$ cat config.mk
export PLATFORM = sky130hd
export DESIGN_NAME = vend_dispense_seq
export DESIGN_NICKNAME = d
export VERILOG_FILES = /design/src/rtl/vend_dispense_seq.sv
export SDC_FILE = /design/constraint.sdc
export NUM_CORES = 1
export LEC_CHECK = 0
export CAP_MARGIN = 15
export CORE_MARGIN = 10
export CORE_UTILIZATION = 45
export CTS_BUF_LIST = sky130_fd_sc_hd__clkbuf_8
export DETAILED_ROUTE_END_ITERATION = 10
export PLACE_DENSITY = 0.69
export SLEW_MARGIN = 30
export SYNTH_ARGS = -nofsm -noshare
export SYNTH_HDL_FRONTEND = slang
export SYNTH_SLANG_ARGS = --single-unit
$ cat constraint.sdc
create_clock -name CLK -period 2.92 [get_ports CLK]
set_input_delay 0.73 -clock CLK [delete_from_list [all_inputs] [get_ports CLK]]
set_output_delay 0.73 -clock CLK [all_outputs]
set_load 0.03 [all_outputs]
$ cat src/rtl/vend_dispense_seq.sv
`default_nettype none
// ============================================================================
// Module      : vend_dispense_seq
// Description : Vend dispense sequencer. On an accepted vend request it emits
//               a product-release pulse, then a 50c and/or a 25c coin-eject
//               pulse according to the change owed. Each pulse is followed by
//               a low gap, and the sequence ends with a one-cycle done pulse.
// Revision    : 1.0 - initial release
// ============================================================================
module vend_dispense_seq #(
    parameter int PULSE_CYCLES = 4,
    parameter int GAP_CYCLES   = 2
) (
    input  logic       CLK,
    input  logic       RES,
    input  logic       vend_req,
    input  logic [1:0] change_code,
    output logic       guffin,
    output logic       halfDollar_out,
    output logic       quarter_out,
    output logic       busy,
    output logic       done
);

    // Phase counter holds "cycles remaining minus one" in the current state,
    // so its width must cover the longer of the two phase lengths.
    localparam int c_max_cycles = (PULSE_CYCLES > GAP_CYCLES) ? PULSE_CYCLES : GAP_CYCLES;
    localparam int c_cnt_w      = $clog2(c_max_cycles + 1);

    localparam logic [c_cnt_w-1:0] c_pulse_load = c_cnt_w'(PULSE_CYCLES - 1);
    localparam logic [c_cnt_w-1:0] c_gap_load   = c_cnt_w'(GAP_CYCLES - 1);
    localparam logic [c_cnt_w-1:0] c_cnt_one    = c_cnt_w'(1);

    typedef enum logic [2:0] {
        S_IDLE = 3'd0,
        S_GUF  = 3'd1,
        S_GAP  = 3'd2,
        S_HALF = 3'd3,
        S_QTR  = 3'd4,
        S_DONE = 3'd5
    } state_t;

    state_t             r_state;
    state_t             w_state_next;
    logic [c_cnt_w-1:0] r_cnt;
    logic [c_cnt_w-1:0] w_cnt_next;
    // Latched change code; each bit is cleared as its coin pulse starts, so
    // the state after a gap is decided purely by the bits still pending.
    logic [1:0]         r_code;
    logic [1:0]         w_code_next;

    logic r_guffin;
    logic r_half;
    logic r_qtr;
    logic r_busy;
    logic r_done;
    logic w_guffin_next;
    logic w_half_next;
    logic w_qtr_next;
    logic w_busy_next;
    logic w_done_next;

    // Next-state, counter reload and output decode from the next state
    always_comb begin
        w_state_next = r_state;
        w_cnt_next   = r_cnt;
        w_code_next  = r_code;

        case (r_state)
            S_IDLE: begin
                if (vend_req) begin
                    w_state_next = S_GUF;
                    w_cnt_next   = c_pulse_load;
                    w_code_next  = change_code;
                end
            end

            S_GUF, S_HALF, S_QTR: begin
                if (r_cnt == '0) begin
                    w_state_next = S_GAP;
                    w_cnt_next   = c_gap_load;
                end else begin
                    w_cnt_next = r_cnt - c_cnt_one;
                end
            end

            S_GAP: begin
                if (r_cnt == '0) begin
                    if (r_code[1]) begin
                        w_state_next   = S_HALF;
                        w_cnt_next     = c_pulse_load;
                        w_code_next[1] = 1'b0;
                    end else if (r_code[0]) begin
                        w_state_next   = S_QTR;
                        w_cnt_next     = c_pulse_load;
                        w_code_next[0] = 1'b0;
                    end else begin
                        w_state_next = S_DONE;
                        w_cnt_next   = '0;
                    end
                end else begin
                    w_cnt_next = r_cnt - c_cnt_one;
                end
            end

            S_DONE: begin
                // Requests arriving here are dropped, not queued.
                w_state_next = S_IDLE;
                w_cnt_next   = '0;
            end

            default: begin
                w_state_next = S_IDLE;
                w_cnt_next   = '0;
                w_code_next  = '0;
            end
        endcase

        // Outputs are decoded from the next state and then registered, so
        // each output flop mirrors the state that is live in the same cycle.
        w_guffin_next = (w_state_next == S_GUF);
        w_half_next   = (w_state_next == S_HALF);
        w_qtr_next    = (w_state_next == S_QTR);
        w_busy_next   = (w_state_next != S_IDLE);
        w_done_next   = (w_state_next == S_DONE);
    end

    // State, counter, latched code and output registers with synchronous reset
    always_ff @(posedge CLK) begin
        if (!RES) begin
            r_state  <= S_IDLE;
            r_cnt    <= '0;
            r_code   <= '0;
            r_guffin <= 1'b0;
            r_half   <= 1'b0;
            r_qtr    <= 1'b0;
            r_busy   <= 1'b0;
            r_done   <= 1'b0;
        end else begin
            r_state  <= w_state_next;
            r_cnt    <= w_cnt_next;
            r_code   <= w_code_next;
            r_guffin <= w_guffin_next;
            r_half   <= w_half_next;
            r_qtr    <= w_qtr_next;
            r_busy   <= w_busy_next;
            r_done   <= w_done_next;
        end
    end

    assign guffin         = r_guffin;
    assign halfDollar_out = r_half;
    assign quarter_out    = r_qtr;
    assign busy           = r_busy;
    assign done           = r_done;

endmodule
`default_nettype wire

==> run summary, run 1 <==
======================================================================================
Number of antenna violations at the first check in global routing                    0
Via density per instance                                                          5.63
Worst-case clock buffer depth                                                        2
Number of warnings reported in the yosys synthesis log                               0
Result of the run                                                         finished clean
Worst setup SP type                                                       primary input
Transition time at the pin with the least slew margin                         0.478 ns
Count of buffers inserted at the top-level ports                                     9
Leak Pwr                                                                      0.327 nW
Overall power consumption                                                       648 µW
Upper clock frequency limit                                                    486 MHz
Number of levels the H-tree was split into                                           1
Netlist Area Pre-Place                                                         702 µm²
Kind of path behind the tightest hold check                                    reg2reg
FF-to-FF setup slack                                                           1.28 ns
Total of cells resized after clock tree synthesis                                    0
Final hold violations                                                                0
Vertical die dimension                                                         59.5 µm
Weighted congestion reported at the end of routability-driven placement          0.804
Placement-stage cell area                                                      793 µm²
Reg2reg start                                                               r_state[1]
Pin count of the biggest net entering global routing                                17
CP Data Required Time                                                          3.07 ns
Synthesized Nets                                                                    88
Pre-antenna DRT Iters                                                                4
Setup crit end kind                                                           register
Overall routed net length                                                      1370 µm
Number of antenna cells inserted                                                     0
Skew final                                                                  0.00584 ns
Die span in x                                                                  59.5 µm
Origin of the worst setup path                                                vend_req
Library cell with the largest summed area after synthesis                 sky130_fd_sc_hd__dfxtp_1
Total via count after detailed routing                                             597
Total global-route track usage                                                  0.0889
Critical path data arrival time                                                2.21 ns
Num CTS Buffers                                                                      3
Initial Util                                                                     0.471
Total die area                                                             0.00354 mm²
Power density cells                                                         774 mW/mm²
Number of routed nets with antenna violations                                        0
Number of setup violations in the final report                                       0
Type of the worst setup path                                                    in2reg
Grt ovf                                                                              0
Top cells by area, synth                                                  sky130_fd_sc_hd__dfxtp_1 (37%), sky130_fd_sc_hd__nor2_1 (7.0%), sky130_fd_sc_hd__a211oi_2 (3.6%)
Minimum clock period                                                           2.06 ns
Fraction of layout instances using a drive strength above 1                      0.122
Count of mapped cells out of synthesis                                              81
Area Growth Syn to Fin                                                           19.4%
Vias in the first global route                                                     567
WL/cell                                                                        12.9 µm
Share of the yosys chip area belonging to registers                              0.371
Max-slew violation count                                                             0
Post-Route Hold Slack                                                         0.469 ns
Per-instance average area after synthesis                                     8.67 µm²
Placeable core area                                                        0.00149 mm²
Maximum fanout encountered on the critical timing path                               6
Reg-to-Reg End                                                                    done
Number of max-cap violations                                                         0
Final layout net count                                                              98
Wire length of the first global-routing pass                                   2480 µm
Max rail drop VDD                                                             0.353 mV
Count of clock tree sinks                                                           13
Source-to-sink clock delay at the later pin of the worst-skew pair             0.24 ns
CTS tree                                                                         built
Number of core rows                                                                 14
Detailed Route Iter0 Violations                                                     10
FF+latch count, synth                                                               13
Clock transition at the registers of the reported paths                        0.05 ns
Final period utilization                                                         0.705
Top-area cell type share of the netlist area                                     0.371
Half-perimeter wire length of the detailed placement result                    1000 µm
Remaining design rule violation count                                                0
Clock tree root driver cell                                               sky130_fd_sc_hd__clkbuf_8
Hold_buf cts                                                                         0
Setup TNS after final layout                                                      0 ns
Max-Slew Margin vs Limit                                                         0.681
Post-synth cell types                                                               36
Layout filler cell count                                                           128
Ports                                                                               10
Buffers inserted by post-CTS timing repair                                           0
End point of the critical path                                                    done
Post-route cell area                                                           838 µm²
Logic depth of the worst register-to-register path                                   4
RSZ-0062 raised after global routing                                             false
======================================================================================
==> cells by family after synthesis <==
kind of cell	Yosys count	share of synthesized area
AO/OA/AOI/OAI	19	0.207
adder cells (fa/ha/maj)	2	0.0356
buffers and inverters	7	0.0428
flip-flops	13	0.371
multiplexers	2	0.0285
AND/OR/NAND/NOR	38	0.316
==> where the power goes <==
group          leakage, nW  total [mW]  switching (mW)  internal [mW]
clock network       0.0269       0.152          0.0595         0.0924
registers            0.107       0.243          0.0348          0.209
logic                0.193       0.253           0.143          0.110
total                0.327       0.648           0.237          0.411
==> routing by layer <==
metal  track usage  vias up  wire length [µm]
li1              -      311                 -
met1         0.113      269               700
met5             0        -                 0
met3        0.0279        2                76
met2         0.123       15               583
met4        0.0609        0                10
==> through the flow <==
| stage | instances | worst slack, ns | utilization |
|---|---|---|---|
| after floorplan | 81 | 1.31 | - |
| after global placement | 102 | 0.685 | 0.533 |
| after detailed placement | 102 | 0.611 | 0.533 |
| after CTS | 106 | 0.850 | 0.563 |
| after global routing | 106 | 0.772 | 0.563 |
| final | 106 | 0.863 | 0.563 |
==> cells in the final DEF (no fill, tap or decap), types with 2 or more instances in the layout <==
cell type                          n
sky130_fd_sc_hd__or3_1             2
sky130_fd_sc_hd__ha_1              2
sky130_fd_sc_hd__a21oi_1           4
sky130_fd_sc_hd__mux2i_1           2
sky130_fd_sc_hd__nor2_1           13
sky130_fd_sc_hd__clkbuf_8          3
sky130_fd_sc_hd__o21ai_2           2
sky130_fd_sc_hd__nor2b_1           3
sky130_fd_sc_hd__or4b_1            2
sky130_fd_sc_hd__inv_1             4
sky130_fd_sc_hd__dfxtp_1          13
sky130_fd_sc_hd__o21ai_1           2
sky130_fd_sc_hd__nand2_1           5
sky130_fd_sc_hd__a211oi_2          2
sky130_fd_sc_hd__nand2b_1          2
sky130_fd_sc_hd__clkdlybuf4s50_1   9
==> sequential cells by signal (all words and copies together), names as in the netlist <==
register,cells
r_cnt,3
halfDollar_out,1
guffin,1
r_state,3
done,1
busy,1
r_code,2
quarter_out,1
==> synthesized netlist by cell type <==
cell / number
sky130_fd_sc_hd__nor3_2: 1
sky130_fd_sc_hd__nand2b_4: 1
sky130_fd_sc_hd__or4b_1: 2
sky130_fd_sc_hd__nand3b_1: 1
sky130_fd_sc_hd__or3b_4: 1
sky130_fd_sc_hd__and2_1: 1
sky130_fd_sc_hd__nand2_1: 5
sky130_fd_sc_hd__inv_1: 3
sky130_fd_sc_hd__nand4b_1: 1
sky130_fd_sc_hd__or3_1: 2
sky130_fd_sc_hd__nand2b_1: 2
sky130_fd_sc_hd__o2111ai_1: 1
sky130_fd_sc_hd__a211oi_2: 2
sky130_fd_sc_hd__nor2_1: 13
sky130_fd_sc_hd__and2b_1: 1
sky130_fd_sc_hd__ha_1: 2
sky130_fd_sc_hd__o21ai_2: 2
sky130_fd_sc_hd__a21oi_1: 4
sky130_fd_sc_hd__o21ai_0: 1
sky130_fd_sc_hd__o311ai_1: 1
sky130_fd_sc_hd__dfxtp_1: 13
sky130_fd_sc_hd__nor2b_1: 3
sky130_fd_sc_hd__a2bb2oi_1: 1
sky130_fd_sc_hd__clkbuf_1: 1
sky130_fd_sc_hd__a21o_1: 1
sky130_fd_sc_hd__o32ai_1: 1
sky130_fd_sc_hd__nor3_1: 1
sky130_fd_sc_hd__o22ai_1: 1
sky130_fd_sc_hd__nand3_1: 1
sky130_fd_sc_hd__buf_2: 3
sky130_fd_sc_hd__o21ai_1: 2
sky130_fd_sc_hd__and3_1: 1
sky130_fd_sc_hd__nor4b_1: 1
sky130_fd_sc_hd__o221ai_1: 1
sky130_fd_sc_hd__mux2i_1: 2
sky130_fd_sc_hd__a21bo_2: 1
==> critical path, cell delays in order <==
cell                              delay (ns)
sky130_fd_sc_hd__clkdlybuf4s50_1        0.57
sky130_fd_sc_hd__or4b_1                 0.48
sky130_fd_sc_hd__o21ai_2                0.09
sky130_fd_sc_hd__o21ai_2                0.11
sky130_fd_sc_hd__a211oi_2               0.22
==> worst min-delay path by stage <==
stage / start / end / slack [ns] / cells after the start
4_1_cts: r_code[0] / r_code[0] / 0.47 / 2
3_3_place_gp: r_code[0] / r_code[0] / 0.47 / 2
5_1_grt: r_code[0] / r_code[0] / 0.49 / 2
3_5_place_dp: r_code[0] / r_code[0] / 0.46 / 2
2_1_floorplan: r_code[0] / r_code[0] / 0.45 / 2
6_report: r_code[0] / r_code[0] / 0.47 / 2
==> final cells by class <==
cell class,count,area [µm²],share of cell area
clock buffers,3,41.3,0.0493
clock inverters,1,3.75,0.00448
inverters,3,11.3,0.0134
multi-input cells,61,412,0.491
flip-flops and latches,13,260,0.310
well taps,16,20.0,0.0239
repair buffers,9,90.1,0.107
Power figures use the tool's default switching activity.
==> run 2, diff against run 1 <==
==> constraint.sdc (replaced) <==
create_clock -name CLK -period 1.9 [get_ports CLK]
set_input_delay 0.475 -clock CLK [delete_from_list [all_inputs] [get_ports CLK]]
set_output_delay 0.475 -clock CLK [all_outputs]
set_load 0.03 [all_outputs]
==> run summary, run 2 (synthesized netlist as in run 1, its figures left out) <==
======================================================================================
Result of the run                                                         finished clean   unchanged
Transition time at the pin with the least slew margin                         0.471 ns   was 0.478 ns
Type of the worst setup path                                                   reg2out   was in2reg
RSZ-0062 raised after global routing                                             false   unchanged
Final period utilization                                                         0.885
Minimum clock period                                                           1.68 ns
Fraction of layout instances using a drive strength above 1                      0.151   was 0.122
Weighted congestion reported at the end of routability-driven placement          0.811   was 0.804
Cells along the critical path                                             clkdlybuf4s50_1   was clkdlybuf4s50_1, or4b_1, o21ai_2, o21ai_2, a211oi_2
Number of core rows                                                                 14   unchanged
Skew final                                                                  0.00617 ns   was 0.00584 ns
Num CTS Buffers                                                                      3   unchanged
Detailed Route Iter0 Violations                                                      8   was 10
Vertical die dimension                                                         59.5 µm   unchanged
Total of cells resized after clock tree synthesis                                    0   unchanged
Initial Util                                                                     0.471   unchanged
Vias in the first global route                                                     569   was 567
Remaining design rule violation count                                                0   unchanged
Placement-stage cell area                                                      816 µm²   was 793 µm²
Max rail drop VDD                                                             0.596 mV   was 0.353 mV
Upper clock frequency limit                                                    595 MHz
Wire length of the first global-routing pass                                   2450 µm   was 2480 µm
Critical-path cell with the highest stage delay                           sky130_fd_sc_hd__clkdlybuf4s50_1   unchanged
Largest stage delay on the critical path                                       0.66 ns   was 0.57 ns
Critical path data arrival time                                                1.21 ns   was 2.21 ns
Number of max-cap violations                                                         0   unchanged
Clock tree root driver cell                                               sky130_fd_sc_hd__clkbuf_8   unchanged
Number of routed nets with antenna violations                                        0   unchanged
Half-perimeter wire length of the detailed placement result                    1100 µm   was 1000 µm
Setup crit end kind                                                       primary output   was register
Number of antenna violations at the first check in global routing                    0   unchanged
Setup TNS after final layout                                                      0 ns   unchanged
Biggest regs                                                              r_cnt: 3 flops, r_state: 3 flops, r_code: 2 flops   unchanged
Buffers inserted by post-CTS timing repair                                           0   unchanged
Final hold violations                                                                0   unchanged
Total via count after detailed routing                                             617   was 597
Max-slew violation count                                                             0   unchanged
Clock transition at the registers of the reported paths                        0.06 ns   was 0.05 ns
Number of antenna cells inserted                                                     0   unchanged
Cell type group with the largest total delay on the critical path         buffers and inverters   unchanged
Ports                                                                               10   unchanged
Total die area                                                             0.00354 mm²   unchanged
Kind of path behind the tightest hold check                                    reg2reg   unchanged
Source-to-sink clock delay at the later pin of the worst-skew pair             0.24 ns   about the same
Worst setup SP type                                                           register   was primary input
Hold_buf cts                                                                         0   unchanged
Highest-count cells in the layout ignoring fill and taps                  sky130_fd_sc_hd__nor2_1 (13), sky130_fd_sc_hd__dfxtp_1 (13), sky130_fd_sc_hd__clkdlybuf4s50_1 (9), sky130_fd_sc_hd__nand2_1 (5)   unchanged
Pre-antenna DRT Iters                                                                4   unchanged
Share of the core filled with cells                                              0.578   was 0.563
CP Data Required Time                                                          1.42 ns   was 3.07 ns
Count of buffers inserted at the top-level ports                                     9   unchanged
Power density cells                                                        1180 mW/mm²   was 774 mW/mm²
Grt ovf                                                                              0   unchanged
Die span in x                                                                  59.5 µm   unchanged
Number of setup violations in the final report                                       0   unchanged
Worst path bufs/invs                                                                 1   unchanged
Worst-case clock buffer depth                                                        2   unchanged
Pin count of the biggest net entering global routing                                17   unchanged
Total global-route track usage                                                  0.0899   was 0.0889
Count of clock tree sinks                                                           13   unchanged
Via density per instance                                                          5.66   was 5.63
Post-route cell area                                                           861 µm²   was 838 µm²
Max-Slew Margin vs Limit                                                         0.686   was 0.681
Placeable core area                                                        0.00149 mm²   unchanged
Overall routed net length                                                      1440 µm   was 1370 µm
CTS tree                                                                         built   unchanged
Final layout net count                                                             101   was 98
Leak Pwr                                                                      0.342 nW   was 0.327 nW
Number of levels the H-tree was split into                                           1   unchanged
WL/cell                                                                        13.2 µm   was 12.9 µm
Maximum fanout encountered on the critical timing path                               1   was 6
Area Growth Syn to Fin                                                           22.6%   was 19.4%
======================================================================================
[run 2: final timing paths]
kind	startpoint	end	slack, ns	cells past startpoint
min reg2reg	r_code[0]	r_code[0]	0.49	2
max reg2reg	r_cnt[0]	quarter_out	0.37	6
max	busy	busy	0.22	1
min	r_code[0]	r_code[0]	0.49	2
[run 2: cell type report]
| type | instances | area, µm² |
|---|---|---|
| clock inverters | 1 | 3.75 |
| inverters | 3 | 11.3 |
| fillers | 136 | 628 |
| multi-input cells | 61 | 412 |
| repair buffers | 12 | 113 |
| well taps | 16 | 20.0 |
| flip-flops and latches | 13 | 260 |
| clock buffers | 3 | 41.3 |
[run 2: where the power goes]
| group | leakage [nW] | switching [mW] | internal (mW) |
|---|---|---|---|
| registers | 0.107 | 0.0481 | 0.320 |
| clock network | 0.0269 | 0.101 | 0.143 |
| logic | 0.208 | 0.227 | 0.176 |
| total | 0.342 | 0.377 | 0.639 |
[run 2: per-layer routing]
metal | GRT usage | part of all wire | wire length (µm)
met1 | 0.101 | 0.46 | 660
met2 | 0.143 | 0.45 | 653
met3 | 0.0279 | 0.060 | 86
met4 | 0.0577 | 0.027 | 39
met5 | 0 | 0 | 0
[run 2: stage by stage]
stage	setup slack, ns	cells	hold WS (ns)	power [mW]
floorplan	0.517	81	0.446	0.677
global placement	0.0188	105	0.467	0.773
detailed placement	0.000799	105	0.483	0.778
CTS	0.207	109	0.491	1.02
global route	0.174	109	0.523	1.08
finish	0.219	109	0.488	1.02
